===== src/rtl/reg_file_scoreboard_if.sv =====
// Register-file/scoreboard bus: two read ports, one writeback port and one issue port.
// The slave modport is the register file; the master modport drives it.
interface reg_file_scoreboard_if #(
  parameter int DATA_W = 32,
  parameter int ADDR_W = 5
);
  logic [ADDR_W-1:0] readAddress0;
  logic [ADDR_W-1:0] readAddress1;
  logic [DATA_W-1:0] readData0;
  logic [DATA_W-1:0] readData1;
  logic              hazard0;
  logic              hazard1;
  logic              writeEnable;
  logic [ADDR_W-1:0] writeAddress;
  logic [DATA_W-1:0] writeData;
  logic              issueValid;
  logic [ADDR_W-1:0] issueAddress;
  logic              issueAccept;
  logic [ADDR_W:0]   pendingCount;
  logic              wbError;

  modport slave (
    input  readAddress0, readAddress1, writeEnable, writeAddress, writeData,
           issueValid, issueAddress,
    output readData0, readData1, hazard0, hazard1, issueAccept, pendingCount, wbError
  );

  modport master (
    output readAddress0, readAddress1, writeEnable, writeAddress, writeData,
           issueValid, issueAddress,
    input  readData0, readData1, hazard0, hazard1, issueAccept, pendingCount, wbError
  );
endinterface


===== src/rtl/reg_file_scoreboard.sv =====
// Register file with per-register busy bits; reads, hazards and issueAccept are combinational.
// A WAW issue is refused unless the same register retires this cycle; pendingCount/wbError update on the edge.
module reg_file_scoreboard #(
  parameter int DATA_W   = 32,
  parameter int ADDR_W   = 5,
  parameter int ZERO_REG = 1
) (
  input  logic                  clk,
  input  logic                  resetN,
  reg_file_scoreboard_if.slave  bus
);
  localparam int DEPTH = 1 << ADDR_W;

  logic [DATA_W-1:0] r_data [DEPTH];
  logic [DEPTH-1:0]  r_busy;
  logic [ADDR_W:0]   r_pending;
  logic              r_wb_error;

  logic              w_zero_rd0;
  logic              w_zero_rd1;
  logic              w_zero_wr;
  logic              w_zero_iss;
  logic              w_byp0;
  logic              w_byp1;
  logic              w_byp_iss;
  logic              w_accept;
  logic              w_wr;
  logic              w_set;
  logic              w_inc;
  logic              w_dec;
  logic              w_wb_err;
  logic [DEPTH-1:0]  w_busy_nxt;

  assign w_zero_rd0 = (ZERO_REG != 0) && (bus.readAddress0 == '0);
  assign w_zero_rd1 = (ZERO_REG != 0) && (bus.readAddress1 == '0);
  assign w_zero_wr  = (ZERO_REG != 0) && (bus.writeAddress == '0);
  assign w_zero_iss = (ZERO_REG != 0) && (bus.issueAddress == '0);

  assign w_byp0    = bus.writeEnable && (bus.writeAddress == bus.readAddress0);
  assign w_byp1    = bus.writeEnable && (bus.writeAddress == bus.readAddress1);
  assign w_byp_iss = bus.writeEnable && (bus.writeAddress == bus.issueAddress);

  assign bus.readData0 = w_zero_rd0 ? '0 : (w_byp0 ? bus.writeData : r_data[bus.readAddress0]);
  assign bus.readData1 = w_zero_rd1 ? '0 : (w_byp1 ? bus.writeData : r_data[bus.readAddress1]);
  assign bus.hazard0   = !w_zero_rd0 && r_busy[bus.readAddress0] && !w_byp0;
  assign bus.hazard1   = !w_zero_rd1 && r_busy[bus.readAddress1] && !w_byp1;

  assign w_accept        = bus.issueValid && (!r_busy[bus.issueAddress] || w_byp_iss);
  assign bus.issueAccept = w_accept;

  assign w_wr     = bus.writeEnable && !w_zero_wr;
  assign w_set    = w_accept && !w_zero_iss;
  assign w_wb_err = w_wr && !r_busy[bus.writeAddress];

  // Count only real bit transitions: a retire+reissue of one register nets to zero.
  assign w_inc = w_set && !r_busy[bus.issueAddress];
  assign w_dec = w_wr && r_busy[bus.writeAddress] &&
                 !(w_set && (bus.issueAddress == bus.writeAddress));

  always_comb begin
    w_busy_nxt = r_busy;
    if (w_wr)  w_busy_nxt[bus.writeAddress] = 1'b0;
    if (w_set) w_busy_nxt[bus.issueAddress] = 1'b1;
  end

  always_ff @(posedge clk) begin
    if (!resetN) begin
      for (int i = 0; i < DEPTH; i++) r_data[i] <= '0;
      r_busy     <= '0;
      r_pending  <= '0;
      r_wb_error <= 1'b0;
    end else begin
      if (w_wr) r_data[bus.writeAddress] <= bus.writeData;
      r_busy     <= w_busy_nxt;
      r_pending  <= r_pending + {{ADDR_W{1'b0}}, w_inc} - {{ADDR_W{1'b0}}, w_dec};
      r_wb_error <= w_wb_err;
    end
  end

  assign bus.pendingCount = r_pending;
  assign bus.wbError      = r_wb_error;
endmodule


===== src/flat_wrapper.sv =====
// flat-port wrapper written by rule: the top's interface ports become plain ports
module reg_file_scoreboard_flat 
#(
  parameter int DATA_W   = 32,
  parameter int ADDR_W   = 5,
  parameter int ZERO_REG = 1
)
  (clk, resetN, bus_readAddress0, bus_readAddress1, bus_writeEnable, bus_writeAddress, bus_writeData, bus_issueValid, bus_issueAddress, bus_readData0, bus_readData1, bus_hazard0, bus_hazard1, bus_issueAccept, bus_pendingCount, bus_wbError);
  reg_file_scoreboard_if #(.DATA_W(DATA_W), .ADDR_W(ADDR_W)) bus_i ();
  input  logic clk;
  input  logic resetN;
  input wire logic [$bits(bus_i.readAddress0)-1:0] bus_readAddress0;
  input wire logic [$bits(bus_i.readAddress1)-1:0] bus_readAddress1;
  input wire logic [$bits(bus_i.writeEnable)-1:0] bus_writeEnable;
  input wire logic [$bits(bus_i.writeAddress)-1:0] bus_writeAddress;
  input wire logic [$bits(bus_i.writeData)-1:0] bus_writeData;
  input wire logic [$bits(bus_i.issueValid)-1:0] bus_issueValid;
  input wire logic [$bits(bus_i.issueAddress)-1:0] bus_issueAddress;
  output wire logic [$bits(bus_i.readData0)-1:0] bus_readData0;
  output wire logic [$bits(bus_i.readData1)-1:0] bus_readData1;
  output wire logic [$bits(bus_i.hazard0)-1:0] bus_hazard0;
  output wire logic [$bits(bus_i.hazard1)-1:0] bus_hazard1;
  output wire logic [$bits(bus_i.issueAccept)-1:0] bus_issueAccept;
  output wire logic [$bits(bus_i.pendingCount)-1:0] bus_pendingCount;
  output wire logic [$bits(bus_i.wbError)-1:0] bus_wbError;
  assign bus_i.readAddress0 = bus_readAddress0;
  assign bus_i.readAddress1 = bus_readAddress1;
  assign bus_i.writeEnable = bus_writeEnable;
  assign bus_i.writeAddress = bus_writeAddress;
  assign bus_i.writeData = bus_writeData;
  assign bus_i.issueValid = bus_issueValid;
  assign bus_i.issueAddress = bus_issueAddress;
  assign bus_readData0 = bus_i.readData0;
  assign bus_readData1 = bus_i.readData1;
  assign bus_hazard0 = bus_i.hazard0;
  assign bus_hazard1 = bus_i.hazard1;
  assign bus_issueAccept = bus_i.issueAccept;
  assign bus_pendingCount = bus_i.pendingCount;
  assign bus_wbError = bus_i.wbError;
  reg_file_scoreboard #(.DATA_W(DATA_W), .ADDR_W(ADDR_W), .ZERO_REG(ZERO_REG)) u_core (.clk(clk), .resetN(resetN), .bus(bus_i));
endmodule

===== config.mk =====
export PLATFORM = sky130hd
export DESIGN_NAME = reg_file_scoreboard_flat
export DESIGN_NICKNAME = d
export VERILOG_FILES = /design/src/rtl/reg_file_scoreboard_if.sv /design/src/rtl/reg_file_scoreboard.sv /design/src/flat_wrapper.sv
export SDC_FILE = /design/constraint.sdc
export NUM_CORES = 2
export LEC_CHECK = 0
export CAP_MARGIN = 10
export CORE_MARGIN = 10
export CORE_UTILIZATION = 40
export CTS_CLUSTER_DIAMETER = 200
export DETAILED_ROUTE_END_ITERATION = 10
export PLACE_DENSITY = 0.63
export SLEW_MARGIN = 20
export SYNTH_ARGS = -nofsm -noshare
export SYNTH_HDL_FRONTEND = slang
export SYNTH_SLANG_ARGS = --single-unit

===== constraint.sdc =====
create_clock -name clk -period 9.3 [get_ports clk]
set_clock_uncertainty 0.05 [all_clocks]
set_input_delay 1.86 -clock clk [delete_from_list [all_inputs] [get_ports clk]]
set_output_delay 1.86 -clock clk [all_outputs]
set_load 0.01 [all_outputs]

Word-level counts from Yosys, hierarchy flattened
Memory sizes are Yosys's and may differ from the RTL's.
Index checks and enable logic that the tools add are counted.
{ "totals": {"register_bits": 39, "latch_bits": 0, "ramBits": 1024, "mem_bits_ro": 0, "inputBits": 56, "out_inout_bits": 74, "elab_cells": 76, "memories": 1} }
{ "classes": {"n_addsub": 2, "n_mul": 0, "div": 0, "n_lt_le_gt_ge": 6, "eq_ne": 4, "shifts": 0, "n_mux": 25, "bitwise": 3, "reduce_logical": 32} }
{ "memory_table": {"columns": ["name", "words", "width", "rd", "rd_ports_with_merged_regs", "wr", "line_no", "rtl"], "rows": [
  ["u_core.r_data", 32, 32, 2, 0, 32, "reg_file_scoreboard.sv:14", "logic [DATA_W-1:0] r_data [DEPTH];"]
]} }
{ "op_table": {"columns": ["operator", "count"], "rows": [
  ["2-to-1 mux 32 bit", 7],
  ["bitwise AND 32 bit", 1],
  ["NOT 32 bit", 1],
  ["OR 32 bit", 1],
  ["OR reduction 32 bit", 1],
  ["less-than comparator 5 x 6 -> 1 bit (second input constant)", 4],
  ["binary-select mux 1 bit (select 5 bit)", 4],
  ["== test 5 bit", 4],
  ["logical NOT 5 bit", 4],
  ["logical AND 1 bit", 17],
  ["2-to-1 mux 1 bit", 11],
  ["demux 1 bit (select 5 bit)", 2],
  [">= comparator 5 x 1 -> 1 bit (second input constant)", 2],
  ["logical NOT 1 bit", 9],
  ["adder 6 x 1 -> 6 bit", 1],
  ["subtractor 6 x 1 -> 6 bit", 1],
  ["2-to-1 mux 5 bit", 1],
  ["logical OR 1 bit", 1]
]} }

Depth between registers and ports, before layout
{ "logic_depth": {"word_depth": 10, "mapped_depth": 16, "ltp_nobuf": 14} }

Worst setup path before layout
Ideal clock, no wire load.
{ "synth_timing": {"path_kind": "input -> register", "from": "input bus_writeAddress[3]", "to": "register u_core.r_busy[9]", "setup_ps": 263, "t_arrival_ps": 5312, "required_ps": 8987, "path_slack_ps": 3675, "cell_stages": 5, "path_buffers": 2, "cell_sequence": "buf_2 or3b_2 clkbuf_1 o21ai_0 o32ai_1"} }
{ "synth_via": {"elab_chain_len": 9, "elab_cells_between_ends": 18, "cone_classes": "2 x order compare; 1 x eq/ne; 4 x mux; 3 x bitwise; 8 x reduce/logical"} }
{ "synth_rtl": {"columns": ["item", "line_no", "rtl"], "rows": [
  ["start: declaration", "flat_wrapper.sv:15", "input wire logic [$bits(bus_i.writeAddress)-1:0] bus_writeAddress;"],
  ["less-than comparator 5 x 6 -> 1 bit (not written as such) / >= comparator 5 x 1 -> 1 bit (equally long branches)", "reg_file_scoreboard.sv:62", "if (w_wr) w_busy_nxt[bus.writeAddress] = 1'b0;"],
  ["logical AND 1 bit (not written as such)", "reg_file_scoreboard.sv:62", null],
  ["2-to-1 mux 1 bit (not written as such)", "reg_file_scoreboard.sv:62", null],
  ["demux 1 bit (select 5 bit)", null, null],
  ["NOT 32 bit (no source line)", null, null],
  ["bitwise AND 32 bit (no source line)", null, null],
  ["2-to-1 mux 32 bit", "reg_file_scoreboard.sv:62", null],
  ["OR 32 bit (no source line)", null, null],
  ["2-to-1 mux 32 bit (*)", "reg_file_scoreboard.sv:63", "if (w_set) w_busy_nxt[bus.issueAddress] = 1'b1;"],
  ["end signal: assignment", "reg_file_scoreboard.sv:74", "r_busy <= w_busy_nxt;"],
  ["end: declaration", "reg_file_scoreboard.sv:15", "logic [DEPTH-1:0] r_busy;"]
]} }
Mark *: on every way between the ends. The rest lies on a longest branch, timed or not.
A chain may end at the register's enable or synchronous reset.

Worst setup path after layout
{ "layout_timing": {"from": "input bus_readAddress1[2]", "to": "output bus_readData1[17]"} }
{ "layout_via": {"elab_chain_len": 4, "elab_cells_between_ends": 6, "cone_classes": "1 x eq/ne; 2 x mux; 2 x reduce/logical; 1 x memory"} }
{ "layout_rtl": {"columns": ["item", "line_no", "rtl"], "rows": [
  ["start: declaration", "flat_wrapper.sv:13", "input wire logic [$bits(bus_i.readAddress1)-1:0] bus_readAddress1;"],
  ["branches (longest 3 deep; another with memory (32 x 32 bit))", null, null],
  ["2-to-1 mux 32 bit (*)", "reg_file_scoreboard.sv:44", "assign bus.readData1 = w_zero_rd1 ? '0 : (w_byp1 ? bus.writeData : r_data[bus.readAddress1]);"],
  ["end: declaration", "flat_wrapper.sv:20", "output wire logic [$bits(bus_i.readData1)-1:0] bus_readData1;"]
]} }
Every way passes the cells marked *.

==> tab_implementation.tex <==
\begin{tabular}{lr}
\hline
Metric & Value \\
\hline
\multicolumn{2}{l}{\textbf{Route}} \\
\quad DRC Markers & 0 \\
\quad Routed via count divided by cell count & 6.47 \\
\quad Via count & 39500 \\
\quad DRT Wirelength & 214 mm \\
\quad Routed wirelength normalized by instance count & 35.0 µm \\
\quad Number of nets with antenna violations after detailed routing & 0 \\
\quad Drt initial violations & 5661 \\
\quad Number of detailed-routing iterations run before antenna repair & 8 \\
\multicolumn{2}{l}{\textbf{Synthesis}} \\
\quad Area of the mapped netlist & 58000 µm² \\
\quad Main area contributors after synthesis & edfxtp\_1 (53\%), mux4\_2 (16\%), and2\_1 (11\%) \\
\quad Fraction of post-synthesis cell area in the top cell type by area & 53.1\% \\
\quad Synth Register Bits & 1063 \\
\quad Proportion of register bits with asynchronous set or reset after synthesis & 0\% \\
\quad Fraction of the yosys area taken by sequential cells & 54.4\% \\
\quad Number of warning messages in the yosys log & 0 \\
\quad Synthesized area per cell & 14.1 µm² \\
\quad Main flop type after synthesis & edfxtp\_1 \\
\quad Post-synthesis cell type count & 67 \\
\quad Number of enable-type register cells in the synthesized netlist & 1024 \\
\quad Cell type with the highest aggregate area in the netlist & edfxtp\_1 \\
\quad Synthesized instance count & 4100 \\
\multicolumn{2}{l}{\textbf{Timing}} \\
\quad Relative max-transition margin & 19.5\% \\
\quad Final count of pins violating max slew & 0 \\
\quad Final worst setup slack & 1.51 ns \\
\quad Sum of negative setup slack & 0 ns \\
\quad Tcrit/Tclk final & 83.7\% \\
\quad Hold\_ws & 0.457 ns \\
\quad Highest clock rate & 128 MHz \\
\quad Hold violation total from the final report & 0 \\
\quad Measured slew at the worst slew-check pin & 1.20 ns \\
\quad Setup repair after global routing missed its margin & false \\
\quad Setup violation total in the final timing report & 0 \\
\quad Shortest period the worst path allows & 7.79 ns \\
\multicolumn{2}{l}{\textbf{Worst setup path}} \\
\quad Launching element of the worst setup path & bus\_readAddress1[2] \\
\quad Type of element capturing the critical path & output port \\
\quad Critical path arrival & 5.88 ns \\
\quad Maximum fanout encountered on the critical timing path & 19 \\
\quad Required time at the endpoint of the critical path & 7.39 ns \\
\quad Crit path kind & input pin to output port \\
\quad Nature of the critical path startpoint & input pin \\
\quad Worst reg2reg path startpoint & u\_core.r\_busy[23] \\
\multicolumn{2}{l}{\textbf{Die}} \\
\quad Number of standard-cell rows in the floorplan & 139 \\
\quad Top-level I/O count & 130 \\
\quad Effective utilization at floorplan & 40.3\% \\
\quad Area of the die & 161000 µm² \\
\quad Chip height & 401 µm \\
\quad Area of the placeable core & 144000 µm² \\
\quad Horiz. Die Dim & 401 µm \\
\multicolumn{2}{l}{\textbf{Cells and area}} \\
\quad Commonest cells after routing, fill and taps aside & edfxtp\_1 (1024), and2\_1 (1006), mux4\_2 (404) \\
\quad Final cell area excluding filler cells & 65200 µm² \\
\quad Finished Layout Cells & 6105 \\
\quad Filler cell count in the final layout & 12600 \\
\quad NumNets Final & 4155 \\
\quad Most common library cell in the layout ignoring fill and taps & edfxtp\_1 \\
\quad Fraction of the core area covered by cells at the end of the flow & 45.3\% \\
\quad Growth of design area from synthesis to finish & 12.4\% \\
\quad Share of layout cells above drive strength 1 & 19.6\% \\
\multicolumn{2}{l}{\textbf{Clock network}} \\
\quad Clock input transition at the sequential cells of the worst setup and hold paths & 0.06 ns \\
\quad TritonCTS Buffers & 114 \\
\quad TritonCTS clock tree & built \\
\quad Number of sinks handled by clock tree synthesis & 1063 \\
\quad Worst-skew pair later-pin latency & 0.72 ns \\
\quad Cell at the root of the clock tree & clkbuf\_16 \\
\quad Total setup buffers inserted after CTS & 0 \\
\quad Maximum level of the CTS H-tree & 3 \\
\quad Number of instances resized during post-cts repair & 0 \\
\quad Count of hold buffers inserted by post-cts repair & 0 \\
\quad Clock buffer depth & 3 \\
\multicolumn{2}{l}{\textbf{Global route}} \\
\quad First-pass GRT wire length & 300 mm \\
\quad GR Util All Layers & 25.8\% \\
\quad Number of antenna violations at the first check in global routing & 17 \\
\quad Number of global-route vias before repair & 39500 \\
\quad Remaining global-route overflow & 0 \\
\quad Largest net degree at the start of global routing & 90 \\
\multicolumn{2}{l}{\textbf{Placement}} \\
\quad Placed inst area & 61600 µm² \\
\quad Final Wtd Congestion & 0.861 \\
\quad Worst setup slack before clock tree synthesis & 1.66 ns \\
\quad Port Buffer Count & 129 \\
\quad Cells after DPL & 5878 \\
\quad HPWL after detailed placement & 126 mm \\
\multicolumn{2}{l}{\textbf{Power}} \\
\quad Final total power & 11.7 mW \\
\quad Power density normalized to cell area & 180 nW/µm² \\
\quad Max rail drop VDD & 149 µV \\
\quad Leakage power figure & 22.4 nW \\
\multicolumn{2}{l}{\textbf{Status}} \\
\quad Outcome & finished clean \\
\multicolumn{2}{l}{\textbf{Min path}} \\
\quad Min-delay worst type & flop to flop \\
\quad Startpoint of the worst hold path & u\_core.r\_busy[5] \\
\multicolumn{2}{l}{\textbf{Flow run}} \\
\quad Max-cap check violation count & 0 \\
\hline
\end{tabular}
## synthesized netlist by cell type (9+ instances only)
cell	count
xnor2_1	14
buf_1	19
o32ai_1	13
o22ai_1	58
nand3b_1	9
dfxtp_1	39
nor3_1	23
and2_1	1008
o21ai_0	61
inv_1	53
mux4_2	404
nand2_1	60
a221oi_1	77
nand3_1	34
a32o_1	25
mux2i_1	305
nor2_1	67
a211oi_1	60
a22o_1	18
nor2b_1	9
a211o_1	9
o221ai_1	21
buf_6	27
a221o_1	31
edfxtp_1	1024
buf_2	64
clkbuf_1	289
a22oi_1	95
buf_4	34
a21oi_1	48
o21ai_1	15
## final timing paths
| kind | to | slack [ns] | cells after the start |
|---|---|---|---|
| max | bus_readData1[17] | 1.51 | 7 |
| min | u_core.r_busy[5] | 0.46 | 2 |
| max reg2reg | u_core.bus.pendingCount[4] | 5.78 | 14 |
| min reg2reg | u_core.r_busy[5] | 0.46 | 2 |
## worst max-delay path, stage by stage
cell	delay, ns
clkdlybuf4s50_1	0.78
or3_2	0.78
nor3_1	0.26
nor2_4	0.66
buf_4	0.51
a32o_1	0.38
clkdlybuf4s50_1	0.60
## routing by layer
| layer | global-route usage (%) | vias to the layer above | wire length [µm] |
|---|---|---|---|
| li1 | - | 15800 | - |
| met1 | 32.9 | 20400 | 78700 |
| met2 | 41.5 | 2685 | 101000 |
| met3 | 5.47 | 613 | 22900 |
| met4 | 13.1 | 2 | 11400 |
| met5 | 0 | - | 29 |
## registers in the layout, summed over array words and instances, names as in the netlist
register / cells
u_core.bus.wbError: 1
u_core.r_busy: 32
u_core.bus.pendingCount: 6
u_core.r_data: 1024
## area by class of cell
type                    instances  area, µm²  area share (%)
diodes                         14       35.0          0.0538
clock buffers                 140       2970            4.56
clock inverters                72        589           0.904
inverters                      55        208           0.319
multi-input cells            2577      24900            38.2
flip-flops and latches       1063      31500            48.4
well taps                    1903       2380            3.65
repair buffers                281       2530            3.89
## cells by family (layout without fill, tap and decap cells)
| group | Yosys count | after routing | synth area share, % |
|---|---|---|---|
| buffers and inverters | 491 | 548 | 3.95 |
| muxes | 709 | 709 | 21.0 |
| and+or+nand+nor | 1251 | 1251 | 13.0 |
| other | 1 | 46 | 0.00647 |
| DFF | 1063 | 1063 | 54.4 |
| AOI/OAI and AO/OA | 559 | 559 | 7.24 |
| adders and majority gates | 7 | 7 | 0.164 |
| xor gates and xnor gates | 19 | 19 | 0.287 |
## where the power goes
group / leakage [nW] / switching [mW] / internal [mW] / total, mW
Combinational: 10.5 / 0.975 / 0.654 / 1.63
Clock: 1.73 / 1.98 / 2.48 / 4.46
Sequential: 10.1 / 0.136 / 5.52 / 5.66
(Power assumes the default switching activity.)
